`config.mk`:
```
export PLATFORM = sky130hd
export DESIGN_NAME = cpu_run_ctrl
export DESIGN_NICKNAME = d
export VERILOG_FILES = /design/src/rtl/cpu_pkg.sv /design/src/rtl/sat_counter.sv /design/src/rtl/cpu_run_ctrl.sv
export SDC_FILE = /design/constraint.sdc
export NUM_CORES = 1
export LEC_CHECK = 0
export CORE_ASPECT_RATIO = 1.5
export CORE_MARGIN = 2
export CORE_UTILIZATION = 45
export DETAILED_ROUTE_END_ITERATION = 7
export PLACE_DENSITY = 0.72
export SYNTH_ARGS = -nofsm -noshare
export SYNTH_HDL_FRONTEND = slang
export SYNTH_SLANG_ARGS = --single-unit
```
`constraint.sdc`:
```
create_clock -name clock -period 2.1 [get_ports clock]
set_input_delay 0.21 -clock clock [delete_from_list [all_inputs] [get_ports clock]]
set_output_delay 0.21 -clock clock [all_outputs]
set_load 0.01 [all_outputs]
```
`src/rtl/cpu_pkg.sv`:
```
// Shared definitions for the CPU core and its run controller.
package cpu_pkg;

   localparam int unsigned INSTR_W  = 16;
   localparam int unsigned OPCODE_W = 5;
   localparam int unsigned CMD_W    = 2;
   localparam int unsigned STEP_W   = 16;

   // Core opcodes held in instruction bits [15:11]
   localparam logic [OPCODE_W-1:0] OP_NOP  = 5'h00;
   localparam logic [OPCODE_W-1:0] OP_ADD  = 5'h01;
   localparam logic [OPCODE_W-1:0] OP_SUB  = 5'h02;
   localparam logic [OPCODE_W-1:0] OP_LD   = 5'h08;
   localparam logic [OPCODE_W-1:0] OP_ST   = 5'h09;
   localparam logic [OPCODE_W-1:0] OP_JMP  = 5'h10;
   localparam logic [OPCODE_W-1:0] OP_HALT = 5'h1F;

   // Host command encodings
   localparam logic [CMD_W-1:0] CMD_RUN       = 2'b00;
   localparam logic [CMD_W-1:0] CMD_STEP      = 2'b01;
   localparam logic [CMD_W-1:0] CMD_HALT      = 2'b10;
   localparam logic [CMD_W-1:0] CMD_RESET_CPU = 2'b11;

   typedef enum logic [2:0] {
      ST_IDLE,
      ST_CPURST,
      ST_START,
      ST_PAUSED,
      ST_RUN,
      ST_STEP,
      ST_HALTED
   } run_state_e;

   // True when the instruction word carries the HALT opcode
   function automatic logic is_halt_op(input logic [INSTR_W-1:0] instr);
      return instr[INSTR_W-1 -: OPCODE_W] == OP_HALT;
   endfunction

endpackage

```
`src/rtl/sat_counter.sv`:
```
// Up-counter with synchronous clear that sticks at all-ones.
module sat_counter #(
   parameter int unsigned W = 32
) (
   input  logic         clock,
   input  logic         reset,
   input  logic         clr,
   input  logic         en,
   output logic [W-1:0] count
);

   // Clear has priority; increment stops at the maximum value
   always_ff @(posedge clock) begin
      if (reset || clr) begin
         count <= '0;
      end else if (en && (count != {W{1'b1}})) begin
         count <= count + W'(1);
      end
   end

endmodule

```
`src/rtl/cpu_run_ctrl.sv`:
```
// Run controller: sequences core reset/start/enable from host commands,
// stops on HALT opcode, counts enabled cycles and watchdogs free runs.
module cpu_run_ctrl
   import cpu_pkg::*;
#(
   parameter int unsigned WDOG_CYCLES = 65535,
   parameter int unsigned CNT_W       = 32
) (
   input  logic               clock,
   input  logic               reset,
   input  logic               cmd_valid,
   output logic               cmd_ready,
   input  logic [CMD_W-1:0]   cmd_op,
   input  logic [STEP_W-1:0]  cmd_arg,
   input  logic [INSTR_W-1:0] i_datain,
   output logic               cpu_reset_n,
   output logic               cpu_start,
   output logic               cpu_enable,
   output logic               busy,
   output logic               halted,
   output logic               cmd_err,
   output logic               timeout,
   output logic [CNT_W-1:0]   cycle_count
);

   localparam int unsigned       WDOG_W    = 32;
   localparam bit                WDOG_ON   = (WDOG_CYCLES != 0);
   localparam logic [WDOG_W-1:0] WDOG_LAST = WDOG_W'(WDOG_CYCLES - 1);

   run_state_e        state, state_nxt;
   logic [STEP_W-1:0] step_cnt, step_nxt;
   logic              rst_cnt, rst_nxt;
   logic              err_nxt, tout_nxt, cnt_clr;
   logic              accept, halt_seen, wdog_expire, in_run;
   logic [WDOG_W-1:0] wdog_cnt;

   assign accept      = cmd_valid & cmd_ready;
   assign halt_seen   = is_halt_op(i_datain);
   assign in_run      = (state == ST_RUN);
   assign wdog_expire = WDOG_ON && in_run && (wdog_cnt == WDOG_LAST);

   // Next-state, step counter and flag decisions
   always_comb begin
      state_nxt = state;
      step_nxt  = step_cnt;
      rst_nxt   = rst_cnt;
      err_nxt   = 1'b0;
      tout_nxt  = timeout;
      cnt_clr   = 1'b0;

      if (accept) begin
         tout_nxt = 1'b0;
         unique case (cmd_op)
            CMD_RUN, CMD_STEP: err_nxt = (state != ST_PAUSED);
            CMD_HALT:          err_nxt = (state == ST_IDLE) || (state == ST_HALTED);
            CMD_RESET_CPU:     err_nxt = 1'b0;
         endcase
      end

      case (state)
         ST_CPURST: begin
            rst_nxt = 1'b1;
            if (rst_cnt) state_nxt = ST_START;
         end
         ST_START: state_nxt = ST_PAUSED;
         ST_PAUSED: begin
            if (accept && (cmd_op == CMD_RUN)) begin
               state_nxt = ST_RUN;
            end else if (accept && (cmd_op == CMD_STEP)) begin
               state_nxt = ST_STEP;
               step_nxt  = (cmd_arg == '0) ? STEP_W'(1) : cmd_arg;
            end
         end
         ST_RUN, ST_STEP: begin
            if (state == ST_STEP) step_nxt = step_cnt - STEP_W'(1);
            if (halt_seen) begin
               state_nxt = ST_HALTED;
            end else if (accept && (cmd_op == CMD_HALT)) begin
               state_nxt = ST_PAUSED;
            end else if ((state == ST_STEP) && (step_cnt == STEP_W'(1))) begin
               state_nxt = ST_PAUSED;
            end else if (wdog_expire) begin
               state_nxt = ST_PAUSED;
               tout_nxt  = 1'b1;
            end
         end
         default: ;
      endcase

      // Core reset request overrides whatever else happened this cycle
      if (accept && (cmd_op == CMD_RESET_CPU)) begin
         state_nxt = ST_CPURST;
         rst_nxt   = 1'b0;
         step_nxt  = '0;
         cnt_clr   = 1'b1;
      end
   end

   // State register; outputs registered from the next state
   always_ff @(posedge clock) begin
      if (reset) begin
         state       <= ST_IDLE;
         step_cnt    <= '0;
         rst_cnt     <= 1'b0;
         cmd_ready   <= 1'b1;
         cpu_reset_n <= 1'b0;
         cpu_start   <= 1'b0;
         cpu_enable  <= 1'b0;
         busy        <= 1'b0;
         halted      <= 1'b0;
         cmd_err     <= 1'b0;
         timeout     <= 1'b0;
      end else begin
         state       <= state_nxt;
         step_cnt    <= step_nxt;
         rst_cnt     <= rst_nxt;
         cmd_ready   <= (state_nxt != ST_CPURST) && (state_nxt != ST_START);
         cpu_reset_n <= (state_nxt != ST_IDLE) && (state_nxt != ST_CPURST);
         cpu_start   <= (state_nxt == ST_START);
         cpu_enable  <= (state_nxt == ST_RUN) || (state_nxt == ST_STEP);
         busy        <= (state_nxt == ST_RUN) || (state_nxt == ST_STEP);
         halted      <= (state_nxt == ST_HALTED);
         cmd_err     <= err_nxt;
         timeout     <= tout_nxt;
      end
   end

   // Enabled-cycle counter
   sat_counter #(.W(CNT_W)) u_cycle_cnt (
      .clock (clock),
      .reset (reset),
      .clr   (cnt_clr),
      .en    (cpu_enable),
      .count (cycle_count)
   );

   // Consecutive RUN cycles; held at zero outside RUN
   sat_counter #(.W(WDOG_W)) u_wdog_cnt (
      .clock (clock),
      .reset (reset),
      .clr   (!in_run),
      .en    (in_run),
      .count (wdog_cnt)
   );

endmodule

```
==> results of run 1 <==
## routing by layer
layer	global-route usage [%]	share of wire [%]	wire, um	vias to the layer above
met1	25.4	39	5100	2388
met3	3.39	4.2	555	35
met4	11.2	3.3	426	0
met2	41.8	53	6990	153
met5	0	0	0	-
li1	-	-	-	2452
## through the flow
step	utilization [%]	setup TNS, ns	worst slack (ns)	area, um^2	hold slack, ns
6_report	61.9	0	0.105	6520	0.496
2_1_floorplan	-	0	0.0122	4830	0.409
4_1_cts	61.0	0	0.0230	6430	0.482
3_3_place_gp	58.3	-0.123	-0.0928	6140	0.461
3_5_place_dp	58.3	-0.386	-0.104	6140	0.475
5_1_grt	61.9	-0.00656	-0.00578	6520	0.510
## state kept, by name, indices dropped and copies added (netlist names), 3 cells and up
register / count
u_wdog_cnt.count: 32
state: 3
step_cnt: 16
u_cycle_cnt.count: 32
## worst max-delay path: stages (launching register included)
cell and delay (ns):
dfxtp_1 0.40, and4_2 0.28, and3_1 0.25, nand4_4 0.20, nor4b_2 0.31, buf_4 0.18
a21oi_1 0.07, a31o_2 0.21
## final cells by class
class | instances | share of cell area (%)
clock buffer | 12 | 3.78
clock inverter | 3 | 0.230
inverter | 15 | 0.864
multi-input combinational | 469 | 45.0
sequential | 91 | 28.0
tap | 144 | 2.76
timing repair buffer | 143 | 19.4
## power breakdown
part,switching (mW),internal (mW)
clock network,0.634,0.822
registers,0.00459,1.73
logic,0.0745,0.0863
total,0.713,2.64
## logic make-up (layout without fill, tap and decap cells)
family / Yosys count / after routing / share of synthesized area (%)
compound gates: 104 / 104 / 13.0
xor+xnor: 45 / 45 / 8.17
fa+ha+maj: 5 / 5 / 1.30
buf+inv: 41 / 173 / 3.55
flops: 91 / 91 / 37.7
mux: 2 / 2 / 0.415
simple gates: 313 / 313 / 35.8
## timing repair
| action | 4_1_cts | 5_1_grt |
|---|---|---|
| pin swaps | 0 | 4 |
| setup endpoints to repair | 7 | 26 |
| buffers inserted | 0 | 2 |
| resized for setup | 4 | 17 |
| gates cloned | 0 | 0 |
## path summary, 6_finish.rpt
kind,depth (start not counted),end,start
worst max-delay path,7,u_cycle_cnt.count[27],u_cycle_cnt.count[5]
worst min-delay path,2,step_cnt[14],step_cnt[14]
worst max register to register,7,u_cycle_cnt.count[27],u_cycle_cnt.count[5]
worst min register to register,2,step_cnt[14],step_cnt[14]
## layout by cell type, fill, tap and decap left out, drive strengths merged, types with 7 or more instances in the layout
cell and n:
a211oi 8, a21oi 33, and3 12, and4 10, buf 78, clkbuf 12
clkdlybuf4s50 65, dfxtp 91, inv 15, nand2 38, nand3 24, nand4 22
nor2 93, nor3 31, nor4 26, nor4b 10, o21ai 33, or3 16
xnor2 38, xor2 7
==> results.py, run 1 <==
metrics = {
    "sta": {
        "hold_viol": 0,
        "finalClockSkew_ns": 0.00413,
        "period_share_pct": 95.0,
        "slew_viol_final": 0,
        "tightest_slew_ns": 0.620,
        "setup_viol": 0,
        "finalCriticalPeriod_ns": 1.99,
        "maxSlewHeadroom_pct": 58.3,
        "timing.fmax_ghz": 0.501,
        "rsz0062_at_grt": "true",
    },
    "global_route": {
        "grt_max_degree": 33,
        "grt_first_pass_wirelength_mm": 21.3,
        "track_usage_pct": 22.9,
        "gr-total-overflow": 0,
        "antenna_found_initial": 0,
        "grt_pass1_vias": 4702,
    },
    "route": {
        "vias": 5028,
        "wl_mm": 13.1,
        "drt-initial-drc-count": 341,
        "antenna_left": 0,
        "avgViaCountPerCell": 5.73,
        "route.detailed.drc": 0,
        "drt_first_pass_iters": 5,
        "wl_per_cell_um": 14.9,
    },
    "pwr": {
        "power_density_mw_per_mm2": 514,
        "ir_drop_mv": 0.446,
        "design_power_total_mw": 3.35,
        "p_leak_nw": 2.26,
    },
    "clocking": {
        "root_buffer": "clkbuf_16",
        "cts_buffers": 9,
        "postCtsHoldBufs": 0,
        "insertion_delay_ns": 0.34,
        "htree_levels": 3,
        "cts.sinks": 91,
        "path_clk_slew_ns": 0.06,
        "cts_tree": "yes",
        "max-clock-path-buffers": 2,
    },
    "logic_synthesis": {
        "synth_cell_type_count": 65,
        "synth.area.top_cells": "dfxtp_1 (38%), nor2_1 (7.2%), xnor2_1 (6.9%)",
        "syn-instance-count": 601,
        "yosysMostFrequentCell": "nor2_1",
        "synth_edf_count": 0,
        "ys_ff_latch": 91,
        "synthesis.nets": 643,
        "syn_area_mm2": 0.00483,
        "ys_warn_count": 0,
        "synth.avg_cell_area_um2": 8.03,
        "async_flop_share_pct": 0,
        "synth_common_cells": "nor2_1 (93), dfxtp_1 (91), nand2_1 (38), xnor2_1 (38), a21oi_1 (33)",
        "synth_top_area_share_pct": 37.7,
        "yosysSeqAreaShare_pct": 37.7,
        "synth_largest_area_cell": "dfxtp_1",
        "synthFlopType": "dfxtp_1",
    },
    "critical_path": {
        "critPathKind": "reg2reg",
        "startpoint_type": "flip-flop",
        "worstSetupEndpointType": "flip-flop",
        "arrival_ns": 2.23,
        "r2r_slack_ns": 0.11,
        "crit_required_ns": 2.33,
        "crit_fanout": 9,
    },
    "placed_design": {
        "dp_cells": 860,
        "gp_congestion": 0.921,
        "port_buffers": 65,
        "dpl.hpwl_mm": 9.71,
    },
    "final_layout": {
        "area_growth_pct": 35.1,
        "multi_input_area_mm2": 0.00293,
        "n_antenna_cell": 0,
        "layout.area.seq_mm2": 0.00183,
        "nNetsFinal": 771,
        "finalNonFillerCells": 877,
        "fillers": 924,
        "drive_above_1_share_pct": 16.9,
    },
    "die": {
        "core_area_mm2": 0.0105,
        "num_rows": 46,
        "die_w_um": 88.6,
        "pin_count": 77,
        "dieHeight_um": 131,
        "initial_utilization_pct": 45.8,
        "die_area_mm2": 0.0116,
    },
    "flow_run": {
        "max_cap_violations": 0,
    },
    "status": {
        "status": "finished clean",
    },
    "min_path": {
        "hold_class": "reg2reg",
    },
}
(Power assumes the default switching activity.)
==> inputs of run 2 (changes only) <==
Settings changed: ABC_CLOCK_PERIOD_IN_PS set to 2100, PLACE_DENSITY 0.72 to 0.71, SYNTH_HIERARCHICAL set to 1.
==> results.py, run 2 <==
metrics = {
    "min_path": {
        "hold_class": "reg2reg",
    },
    "critical_path": {
        "startpoint_type": "flip-flop",
        "cp_slowest_cell": "or4_4",
        "arrival_ns": 2.30,
        "crit_fanout": 4,
        "worstSetupEndpointType": "flip-flop",
        "critPathKind": "reg2reg",
        "timing.critical_path.buf_inv": 0,
        "crit_family": "simple AND/OR/NAND/NOR gates",
        "slowest_delay_ns": 0.55,
        "crit_required_ns": 2.37,
        "crit_chain": "or4_4, nor4_4, nand4_1, a32o_2, nand2b_4, nor3_2",
    },
    "flow_run": {
        "max_cap_violations": 0,
    },
    "logic_synthesis": {
        "synth_largest_area_cell": "dfxtp_1",
        "synth_cell_type_count": 76,
        "synth.avg_cell_area_um2": 8.36,
        "synthMuxAreaShare_pct": 0.391,
        "ys_ff_latch": 91,
        "synth_compound_area_share_pct": 25.5,
        "synthFlopType": "dfxtp_1",
        "ys_warn_count": 6,
        "syn_area_mm2": 0.00512,
        "yosys.area_share.adder_pct": 0.978,
        "yosysSeqAreaShare_pct": 35.6,
        "yosysMostFrequentCell": "dfxtp_1",
        "synth.area.top_cells": "dfxtp_1 (36%), a21oi_1 (6.4%), o21ai_0 (3.8%)",
        "synth_common_cells": "dfxtp_1 (91), a21oi_1 (65), nand2_1 (47)",
        "synth-simple-area-share_pct": 31.7,
        "synth_edf_count": 0,
        "synth_top_area_share_pct": 35.6,
        "async_flop_share_pct": 0,
        "synth_xor_area_share_pct": 0.685,
        "synth_top_family_by_area": "simple AND/OR/NAND/NOR gates",
        "syn-instance-count": 612,
        "synthesis.nets": 653,
    },
    "status": {
        "status": "finished clean",
    },
    "placed_design": {
        "port_buffers": 65,
        "dp_cells": 831,
        "dpl-instance-area_mm2": 0.00609,
        "gp_congestion": 0.876,
        "dpl.hpwl_mm": 9.64,
    },
    "final_layout": {
        "finalNonFillerCells": 848,
        "fin_area_mm2": 0.00645,
        "largestRegisters": "u_cycle_cnt/count: 32 flops, u_wdog_cnt/count: 32 flops, step_cnt: 16 flops",
        "area_growth_pct": 26.0,
        "n_antenna_cell": 0,
        "drive_above_1_share_pct": 18.5,
        "nNetsFinal": 737,
        "final_common_cell": "dfxtp_1",
        "final_cell_mix": "dfxtp_1 (88), clkdlybuf4s50_1 (65), a21oi_1 (64)",
    },
    "route": {
        "route.detailed.drc": 0,
        "wl_per_cell_um": 15.7,
        "wl_mm": 13.4,
        "antenna_left": 0,
        "avgViaCountPerCell": 6.01,
        "drt_first_pass_iters": 5,
        "drt-initial-drc-count": 239,
        "vias": 5096,
    },
    "clocking": {
        "htree_levels": 3,
        "postCtsHoldBufs": 0,
        "path_clk_slew_ns": 0.07,
        "root_buffer": "clkbuf_16",
        "max-clock-path-buffers": 2,
        "cts_buffers": 9,
        "insertion_delay_ns": 0.34,
        "cts.sinks": 91,
        "cts_tree": "yes",
    },
    "pwr": {
        "ir_drop_mv": 0.428,
        "p_leak_nw": 1.99,
        "power_density_mw_per_mm2": 702,
    },
    "sta": {
        "slew_viol_final": 0,
        "hold_viol": 0,
        "setup_viol": 0,
        "finalClockSkew_ns": 0.00854,
        "tightest_slew_ns": 0.717,
        "finalCriticalPeriod_ns": 2.03,
        "maxSlewHeadroom_pct": 52.2,
        "timing.fmax_ghz": 0.492,
        "rsz0062_at_grt": "true",
        "period_share_pct": 96.8,
    },
    "die": {
        "num_rows": 47,
        "die_area_mm2": 0.0123,
        "pin_count": 77,
        "initial_utilization_pct": 46.3,
        "dieHeight_um": 135,
        "die_w_um": 91.1,
        "core_area_mm2": 0.0111,
    },
    "global_route": {
        "grt_pass1_vias": 4695,
        "antenna_found_initial": 0,
        "grt_first_pass_wirelength_mm": 21.6,
        "track_usage_pct": 21.1,
        "gr-total-overflow": 0,
        "grt_max_degree": 33,
    },
}
[run 2: cell count changes after synthesis, sizes merged, moves of 18 or more]
cell and delta:
a21oi +46, nor2 -57, nor3 -22, nor4 -18, o21ai +25, o31ai +22, or3 +24, or4 +19
xnor2 -36
[run 2: kinds of logic after synthesis]
logic type,Yosys count
compound gates,196
simple gates,266
xor+xnor,4
fa+ha+maj,4
buf+inv,49
flops,91
mux,2
[run 2: tightest hold or removal path, stage by stage (launching register included)]
cell and delay (ns):
dfxtp_1 0.32, o21ai_0 0.07, a21oi_1 0.06
[run 2: final cells by class]
class                      instances  area (um^2)
fill                            1031         4610
multi-input combinational        472         3090
sequential                        91         1830
timing repair buffer             103          977
clock buffer                      10          229
tap                              147          184
inverter                          19         73.8
clock inverter                     6         65.1
[run 2: final timing paths]
check / start / end / slack, ns / depth (start not counted)
worst max-delay path: u_wdog_cnt/count[28] / cpu_start / 0.07 / 6
worst min-delay path: step_cnt[13] / step_cnt[13] / 0.50 / 2
worst max register to register: u_wdog_cnt/count[28] / cpu_start / 0.07 / 6
worst min register to register: step_cnt[13] / step_cnt[13] / 0.50 / 2
[run 2: timing repair]
action                     4_1_cts  5_1_grt
setup buffers                    0        1
setup endpoints to repair        2       11
gates cloned                     0        0
pin swaps                        3        5
resized for setup                3       10
[run 2: metrics by stage]
step           worst slack [ns]  total power [mW]  hold slack, ns  utilization (%)  setup TNS, ns
3_3_place_gp            -0.0109              2.90           0.474             55.0        -0.0109
2_1_floorplan            0.0148              2.60           0.282                -              0
3_5_place_dp            -0.0294              2.92           0.487             55.0        -0.0438
5_1_grt                 -0.0237              4.72           0.516             58.3        -0.0237
4_1_cts                 0.00869              4.54           0.497             57.8              0
6_report                 0.0682              4.52           0.496             58.3              0
[run 2: report_power, final]
group	switching [mW]	internal, mW	total (mW)
clock network	0.692	0.925	1.62
logic	0.614	0.476	1.09
registers	0.0394	1.78	1.82
total	1.34	3.18	4.52
[run 2: routing by layer]
layer	track usage, %	wire, um	vias up
li1	-	-	2498
met1	23.4	5450	2459
met2	40.3	7200	118
met3	3.40	472	21
met4	7.07	234	0
met5	0	0	-
